### src/rtl/mem_copy_initiator.sv
// rtl/mem_copy_initiator.sv - block-copy initiator driving one port of the host memory model
// Optional feature macro: MEM_COPY_FILL_EN (adds a pattern-fill command mode)
module mem_copy_initiator #(
  parameter int DATA_WIDTH      = 512,
  parameter int ADDR_WIDTH      = 64,
  parameter int LEN_WIDTH       = 16,
  parameter int MASK_WIDTH      = DATA_WIDTH / 8,
  parameter int ADDR_ALIGN_BITS = $clog2(MASK_WIDTH)
) (
  input  logic                  clk,
  input  logic                  rst_n,
  input  logic                  cmd_valid,
  output logic                  cmd_ready,
  input  logic [ADDR_WIDTH-1:0] cmd_src_addr,
  input  logic [ADDR_WIDTH-1:0] cmd_dst_addr,
  input  logic [LEN_WIDTH-1:0]  cmd_len,
`ifdef MEM_COPY_FILL_EN
  input  logic                  cmd_fill,
  input  logic [DATA_WIDTH-1:0] cmd_fill_data,
`endif
  output logic                  busy,
  output logic                  done,
  output logic                  mem_rd_en,
  output logic [ADDR_WIDTH-1:0] mem_rd_addr,
  input  logic [DATA_WIDTH-1:0] mem_rd_data,
  input  logic                  mem_rd_data_vld,
  output logic [DATA_WIDTH-1:0] mem_wr_data,
  output logic [MASK_WIDTH-1:0] mem_wr_datastrb,
  output logic [ADDR_WIDTH-1:0] mem_wr_addr
);

  localparam logic [ADDR_WIDTH-1:0] ALIGN_MASK =
    ~((ADDR_WIDTH'(1) << ADDR_ALIGN_BITS) - ADDR_WIDTH'(1));

  typedef enum logic [1:0] {S_IDLE, S_RUN, S_DRAIN, S_DONE} state_t;

  state_t                r_state;
  state_t                w_next_state;
  logic [ADDR_WIDTH-1:0] r_src;
  logic [ADDR_WIDTH-1:0] r_dst;
  logic [LEN_WIDTH-1:0]  r_len;
  logic [LEN_WIDTH-1:0]  r_rd_cnt;
  logic [LEN_WIDTH-1:0]  r_wr_cnt;
  logic [DATA_WIDTH-1:0] r_wr_data;
  logic [ADDR_WIDTH-1:0] r_wr_addr;
  logic [MASK_WIDTH-1:0] r_wr_strb;
  logic                  w_accept;
`ifdef MEM_COPY_FILL_EN
  logic                  r_fill;
  logic [DATA_WIDTH-1:0] r_fill_data;
`endif

  // Beat index to byte offset; wraps naturally in ADDR_WIDTH arithmetic.
  function automatic logic [ADDR_WIDTH-1:0] beat_off(input logic [LEN_WIDTH-1:0] cnt);
    return ADDR_WIDTH'(cnt) << ADDR_ALIGN_BITS;
  endfunction

  assign w_accept        = cmd_valid && (r_state == S_IDLE);
  assign mem_wr_data     = r_wr_data;
  assign mem_wr_addr     = r_wr_addr;
  assign mem_wr_datastrb = r_wr_strb;

  // State register.
  always_ff @(posedge clk) begin
    if (!rst_n) r_state <= S_IDLE;
    else        r_state <= w_next_state;
  end

  // Next-state logic and state-decoded outputs.
  always_comb begin
    w_next_state = r_state;
    cmd_ready    = rst_n && (r_state == S_IDLE);
    busy         = (r_state != S_IDLE);
    done         = (r_state == S_DONE);
    mem_rd_en    = 1'b0;
    mem_rd_addr  = '0;
    case (r_state)
      S_IDLE: begin
        if (w_accept) w_next_state = (cmd_len == '0) ? S_DONE : S_RUN;
      end
      S_RUN: begin
`ifdef MEM_COPY_FILL_EN
        // Fill finishes when the write now on the port is the last one.
        if (r_fill) begin
          if (r_wr_cnt == r_len) w_next_state = S_DONE;
        end else
`endif
        begin
          mem_rd_en   = 1'b1;
          mem_rd_addr = r_src + beat_off(r_rd_cnt);
          if (r_rd_cnt == r_len - LEN_WIDTH'(1)) w_next_state = S_DRAIN;
        end
      end
      S_DRAIN: begin
        // r_wr_cnt already counts the write currently presented.
        if ((r_wr_strb != '0) && (r_wr_cnt == r_len)) w_next_state = S_DONE;
      end
      S_DONE:  w_next_state = S_IDLE;
      default: w_next_state = S_IDLE;
    endcase
  end

  // Command latch, read counter and registered write channel.
  always_ff @(posedge clk) begin
    if (!rst_n) begin
      r_src     <= '0;
      r_dst     <= '0;
      r_len     <= '0;
      r_rd_cnt  <= '0;
      r_wr_cnt  <= '0;
      r_wr_data <= '0;
      r_wr_addr <= '0;
      r_wr_strb <= '0;
`ifdef MEM_COPY_FILL_EN
      r_fill      <= 1'b0;
      r_fill_data <= '0;
`endif
    end else begin
      r_wr_strb <= '0;
      case (r_state)
        S_IDLE: begin
          if (w_accept) begin
            r_src    <= cmd_src_addr & ALIGN_MASK;
            r_dst    <= cmd_dst_addr & ALIGN_MASK;
            r_len    <= cmd_len;
            r_rd_cnt <= '0;
            r_wr_cnt <= '0;
`ifdef MEM_COPY_FILL_EN
            r_fill      <= cmd_fill;
            r_fill_data <= cmd_fill_data;
            // Fill needs no read latency, so the first write goes out right away.
            if (cmd_fill && (cmd_len != '0)) begin
              r_wr_data <= cmd_fill_data;
              r_wr_addr <= cmd_dst_addr & ALIGN_MASK;
              r_wr_strb <= '1;
              r_wr_cnt  <= LEN_WIDTH'(1);
            end
`endif
          end
        end
        S_RUN, S_DRAIN: begin
`ifdef MEM_COPY_FILL_EN
          if (r_fill) begin
            if (r_wr_cnt != r_len) begin
              r_wr_data <= r_fill_data;
              r_wr_addr <= r_dst + beat_off(r_wr_cnt);
              r_wr_strb <= '1;
              r_wr_cnt  <= r_wr_cnt + LEN_WIDTH'(1);
            end
          end else
`endif
          begin
            if (r_state == S_RUN) r_rd_cnt <= r_rd_cnt + LEN_WIDTH'(1);
            if (mem_rd_data_vld) begin
              r_wr_data <= mem_rd_data;
              r_wr_addr <= r_dst + beat_off(r_wr_cnt);
              r_wr_strb <= '1;
              r_wr_cnt  <= r_wr_cnt + LEN_WIDTH'(1);
            end
          end
        end
        default: ;
      endcase
    end
  end

endmodule

### config.mk
export PLATFORM = sky130hd
export DESIGN_NAME = mem_copy_initiator
export DESIGN_NICKNAME = d
export VERILOG_FILES = /design/src/rtl/mem_copy_initiator.sv
export SDC_FILE = /design/constraint.sdc
export NUM_CORES = 2
export LEC_CHECK = 0
export BUFFER_PORTS_ARGS = -buffer_cell sky130_fd_sc_hd__buf_4
export CORE_AREA = 4 4 525 527
export CTS_BUF_LIST = sky130_fd_sc_hd__clkbuf_2
export CTS_CLUSTER_SIZE = 40
export DETAILED_ROUTE_END_ITERATION = 8
export DIE_AREA = 0 0 529 531
export PLACE_DENSITY = 0.35
export SLEW_MARGIN = 20
export SYNTH_ARGS = -nofsm -noshare
export SYNTH_HDL_FRONTEND = slang
export SYNTH_SLANG_ARGS = --single-unit
### constraint.sdc
create_clock -name clk -period 4 [get_ports clk]
set_clock_uncertainty 0.05 [all_clocks]
set_input_delay 0 -clock clk [delete_from_list [all_inputs] [get_ports clk]]
set_output_delay 0 -clock clk [all_outputs]
set_load 0.005 [all_outputs]
==> out/results.txt, run 1 <==
The fraction of the yosys area taken by sequential cells came out at 0.489. The congestion estimate from routability-driven global placement came to 0.862. Synthesis instantiated 69 different standard cells from the library. 1,368 I/O pins were placed. The longest clock path from root to sink contains 4 buffers. The number of setup buffers added after CTS is 20. The count of mapped cells out of synthesis is 3,911, and the area of the mapped netlist is 30,200 um^2. The run stopped with a tool error. Ranked by instance count, the synthesized netlist is headed by 1,358 x sky130_fd_sc_hd__nand2_1, 737 x sky130_fd_sc_hd__dfxtp_1, 736 x sky130_fd_sc_hd__a21oi_1.

The die boundary width is 529 um. The main flop type after synthesis was sky130_fd_sc_hd__dfxtp_1. The flop and latch count out of synthesis came out at 737.

CTS placed an instance of sky130_fd_sc_hd__clkbuf_2 at the clock tree root. Port buffering added 1,343 buffers. Among all cell types in the netlist, the one instantiated most often is sky130_fd_sc_hd__nand2_1. The initialized floorplan defines 191 standard-cell rows. The number of clock sinks came out at 737.

The average instance in the mapped netlist occupies 7.71 um^2. The H-tree was split into 4 levels. The number of gates resized after CTS was 108. The stage where the run came to a stop is clock tree synthesis.

The initial cell density of the core was 0.111; the number of enable flip-flop cells after synthesis was 0. The most area-hungry cell type in the Yosys netlist is sky130_fd_sc_hd__dfxtp_1. The fraction of registers with async set or reset after synthesis was 0.

The tools report the number of warnings issued by yosys as 0. By area the synthesized netlist is led by sky130_fd_sc_hd__dfxtp_1 49%, sky130_fd_sc_hd__nand2_1 17%, sky130_fd_sc_hd__a21oi_1 12%. HPWL after detailed placement: 174 mm. The die is 531 um tall.

The total of hold buffers inserted after clock tree synthesis came out at 1,805. Buffers inserted during clock tree synthesis total 241. Share of the synthesized area in the top cell type: 0.489. The tool reported: "[ERROR RSZ-0060] Max buffer count reached".
[cells by family after synthesis]
logic type | share of synthesized area
compound gates | 0.156
xor+xnor | 0.0436
fa+ha+maj | 0.0179
buf+inv | 0.0566
flops | 0.489
mux | 0.00178
other cells | 0.000124
simple gates | 0.235
[per-stage QoR]
stage / std cells / area, um^2 / setup WS (ns) / util / hold slack (ns)
after detailed placement: 8573 / 44200 / 0.627 / 0.163 / 0.205
after global placement: 8573 / 44200 / 0.599 / 0.163 / 0.198
after floorplan: 3922 / 30200 / 1.27 / - / 0.0860
==> inputs of run 2 (changes only) <==
CORE_AREA = 4 4 532 534   (was 4 4 525 527)
CTS_BUF_LIST = not set   (was sky130_fd_sc_hd__clkbuf_2)
CTS_CLUSTER_SIZE = not set   (was 40)
DIE_AREA = 0 0 536 538   (was 0 0 529 531)
PLACE_DENSITY = not set   (was 0.35)
PLACE_DENSITY_LB_ADDON = 0.15   (was not set)
==> run 2 against run 1 <==
Against the previous run:
- synthesized cell count did not move
- the run now ends clean
- synthesized area did not move
==> out/results.txt, run 2 <==
The tools report the number of antenna violations at the first check in global routing as 59. The post-CTS clock slew at the launch and capture registers of the worst setup and hold paths was 0.06 ns. In the final timing run, aggregate negative setup slack is 0 ns.

The number of levels in the clock H-tree came out at 3 (-1). The number of clock sinks was 737 (unchanged); the count of different cell masters after synthesis was 69 (unchanged). Of all nets on the critical path, the largest fanout is 13. Clock latency on the worst-skew pair, taken at its later pin, is 0.84 ns. The run gives 194 (+1.6%) as the number of rows created at floorplan. The tools report the number of global-route vias before repair as 37.5k. The endpoint type of the worst setup path is a primary output. At the pin with the least slew margin, the transition time is 1.02 ns. After synthesis, the cell types taking the most area are sky130_fd_sc_hd__dfxtp_1 49%, sky130_fd_sc_hd__nand2_1 17%, sky130_fd_sc_hd__a21oi_1 12%. Total CTS buffers: 109 (-55%). Area of the mapped netlist: 30,200 um^2 (unchanged).

In the post-synthesis netlist, the cell with the most instances is sky130_fd_sc_hd__nand2_1. The worst-case IR drop observed on VDD is 372 uV. The area occupied by registers was 14,800 um^2. For this run, the slowest stage of the critical path takes 0.42 ns. Setup violations remaining at the end of the flow were counted as 0. The kind of cell with the highest combined delay along the critical path is compound AO/OA/AOI/OAI gates. The final global-route overflow total came out at 0. The detailed router finished its first iteration with 1,376 violations. For the initial cell density of the core, the log shows 0.108 (-0.00316). In this run the power density over the cells is 508 nW/um^2. TritonCTS built the clock tree.

The synthesized area divided by synthesized cell count is 7.71 um^2 (unchanged). The run finished with clean final reports. The fraction of registers with async set or reset after synthesis was 0 (unchanged).

Count of buffers inserted at the top-level ports: 1,343 (unchanged). The library cell used most frequently in the layout, excluding fill and tap cells, is sky130_fd_sc_hd__buf_4. The overall routing resource usage came out at 0.136. The via density per instance is 3.58, and the flop and latch count out of synthesis is 737 (unchanged). For the placer's final routability congestion estimate, the log shows 0.824 (-4.3%).

The maximum operating frequency is 267 MHz, and the number of top-level pins is 1,368 (unchanged). The layout cell share with drive strength beyond 1 is 0.252. For the HPWL after detailed placement, the log shows 162 mm (-6.8%).

The share of the cycle needed by the critical path after routing is 0.937. The source of the critical timing path was r_rd_cnt[6]. For the via count, the log shows 36.8k. For the placeable core area, the log shows 278,000 um^2. Count of mapped cells out of synthesis: 3,911 (unchanged). The placed standard-cell area was 44,400 um^2 (+0.37%). Among all flip-flop cells after synthesis, the most frequent one is sky130_fd_sc_hd__dfxtp_1. The tools report the number of remaining DRC errors as 0. Setup repair after global routing left no endpoint under its margin. The core utilization of the finished layout is 0.220, and the footprint of the multi-input gates is 13,800 um^2. For the worst slew slack as a fraction of its limit, the log shows 0.319. The register with the most flip-flops in the layout has 512 of them.

The worst path arrival time is 3.70 ns. The critical path startpoint category is a flop. Once layout is done, the placed cells without fillers occupy 61,300 um^2. The maximum count of clock buffers along a single path is 4 (unchanged). The worst register-to-register path begins at r_wr_cnt[0]. For the total count of max-transition violations in the final report, the log shows 0. In the synthesized netlist, the cells that appear most often are 1,358 x sky130_fd_sc_hd__nand2_1, 737 x sky130_fd_sc_hd__dfxtp_1, 736 x sky130_fd_sc_hd__a21oi_1.

For this design the static power due to leakage is 24.7 nW. The first detailed-routing pass took 5 iterations. For the number of warnings issued by yosys, the log shows 0 (unchanged). The most area-hungry cell type in the Yosys netlist was sky130_fd_sc_hd__dfxtp_1. In the final routed layout, each cell accounts on average for 20.3 um. For this run, the post-layout net count is 7,124.

Die boundary width: 536 um (+1.3%). The critical path contains buffers and inverters numbering 2 combined. For this block, the routed nets add up to 208 mm of wire. In this run the remaining antenna-violating nets after routing total 0. The run gives 0 as the number of max-capacitance violations reported.

Traced cell by cell, the critical path runs through ha_1 > a21o_1 > or3_1 > a21o_1 > a311oi_4 > buf_4 > a21bo_4 > nor3_1 > xnor2_1 > nor2_1 > buf_4. The run gives 0.489 (unchanged) as the fraction of the yosys area taken by sequential cells. The area growth from synthesis to layout is 103%. The number of enable flip-flop cells after synthesis was 0 (unchanged).

The path type of the worst setup path is reg -> out. The tightest min-delay check is of the in -> reg type. The share of the synthesized area in the top cell type was 0.489 (unchanged). The tools report the number of hold violations in the final report as 0. In this run the clock root is driven by a sky130_fd_sc_hd__clkbuf_16.

The hold path startpoint is mem_rd_data[238]. The tools report the wire length of the first global-routing pass as 285 mm. Entering global routing, the biggest net connects 87 pins. The cell at the slowest stage of the critical path was sky130_fd_sc_hd__dfxtp_1.

The die covers 288,000 um^2. In the layout the commonest cells are 1,410 x sky130_fd_sc_hd__buf_4, 1,356 x sky130_fd_sc_hd__nand2_1, 1,304 x sky130_fd_sc_hd__dlygate4sd3_1. The post-layout minimum cycle time came out at 3.75 ns. Counting the fill cells in the layout gives 31.1k. The required time at the worst-slack endpoint came out at 3.95 ns. The height of the die was 538 um (+1.3%).
[run 2: cell families (layout without fill, tap and decap cells)]
group           after synthesis  in the layout  synth area share
compound gates              884            884             0.156
xor+xnor                    150            150            0.0436
fa+ha+maj                    42             42            0.0179
buf+inv                     376           2959            0.0566
flops                       737            737             0.489
mux                           5              5           0.00178
other cells                   1             49          0.000124
simple gates               1716           1716             0.235
[run 2: through the flow]
stage / total power, mW / hold WS [ns] / worst slack, ns / cells
finish: 31.1 / 0.0779 / 0.252 / 10266
global route: 33.1 / 0.0461 / 0.0223 / 10256
CTS: 32.0 / 0.00130 / 0.0292 / 10229
detailed placement: 20.2 / 0.206 / 0.498 / 8730
global placement: 20.2 / 0.197 / 0.448 / 8730
floorplan: 14.0 / 0.0860 / 1.27 / 3922
[run 2: path summary, 6_finish.rpt]
check        slack, ns  cells after the start                to
min               0.08                      4  mem_wr_data[238]
max               0.25                     11   mem_rd_addr[41]
min reg2reg       0.40                      2   mem_wr_addr[10]
max reg2reg       0.50                     12   mem_wr_addr[24]
[run 2: area by class of cell]
class                   instances  share of cell area
repair buffers               2738               0.393
flip-flops and latches        737               0.241
multi-input cells            2809               0.226
well taps                    3724              0.0760
clock buffers                 162              0.0526
clock inverters                32             0.00829
inverters                      27             0.00178
diodes                         37             0.00151
[run 2: where the power goes]
group          internal [mW]  switching, mW  total [mW]
Combinational           4.76           6.33        11.1
Clock                   6.26           4.00        10.3
Sequential              8.74           1.03        9.77
[run 2: layer usage]
layer / vias up / part of all wire / global-route usage
met3: 291 / 0.082 / 0.0450
met2: 1171 / 0.48 / 0.234
met1: 17377 / 0.40 / 0.154
li1: 17938 / - / -
met5: - / 0.00060 / 0
met4: 20 / 0.045 / 0.0581
[run 2: worst reg2reg max path, stage by stage, from the launching register on]
cell	delay (ns)
sky130_fd_sc_hd__dfxtp_1	0.44
sky130_fd_sc_hd__ha_1	0.25
sky130_fd_sc_hd__inv_1	0.07
sky130_fd_sc_hd__fa_1	0.39
sky130_fd_sc_hd__nand2b_1	0.20
sky130_fd_sc_hd__a21oi_1	0.27
sky130_fd_sc_hd__o21ai_1	0.16
sky130_fd_sc_hd__a21oi_1	0.30
sky130_fd_sc_hd__o21ai_4	0.30
sky130_fd_sc_hd__buf_4	0.28
sky130_fd_sc_hd__a21oi_1	0.35
sky130_fd_sc_hd__xnor2_1	0.11
sky130_fd_sc_hd__a211oi_1	0.23
[run 2: timing repair]
| action | CTS | global route |
|---|---|---|
| endpoints found under the setup margin | 5 | 9 |
| hold endpoints to repair | 708 | 0 |
| resized for setup | 3 | 6 |
| pin swaps | 1 | 0 |
| setup buffers | 1 | 0 |
| hold buffers | 1304 | 0 |
(Power assumes the default switching activity.)
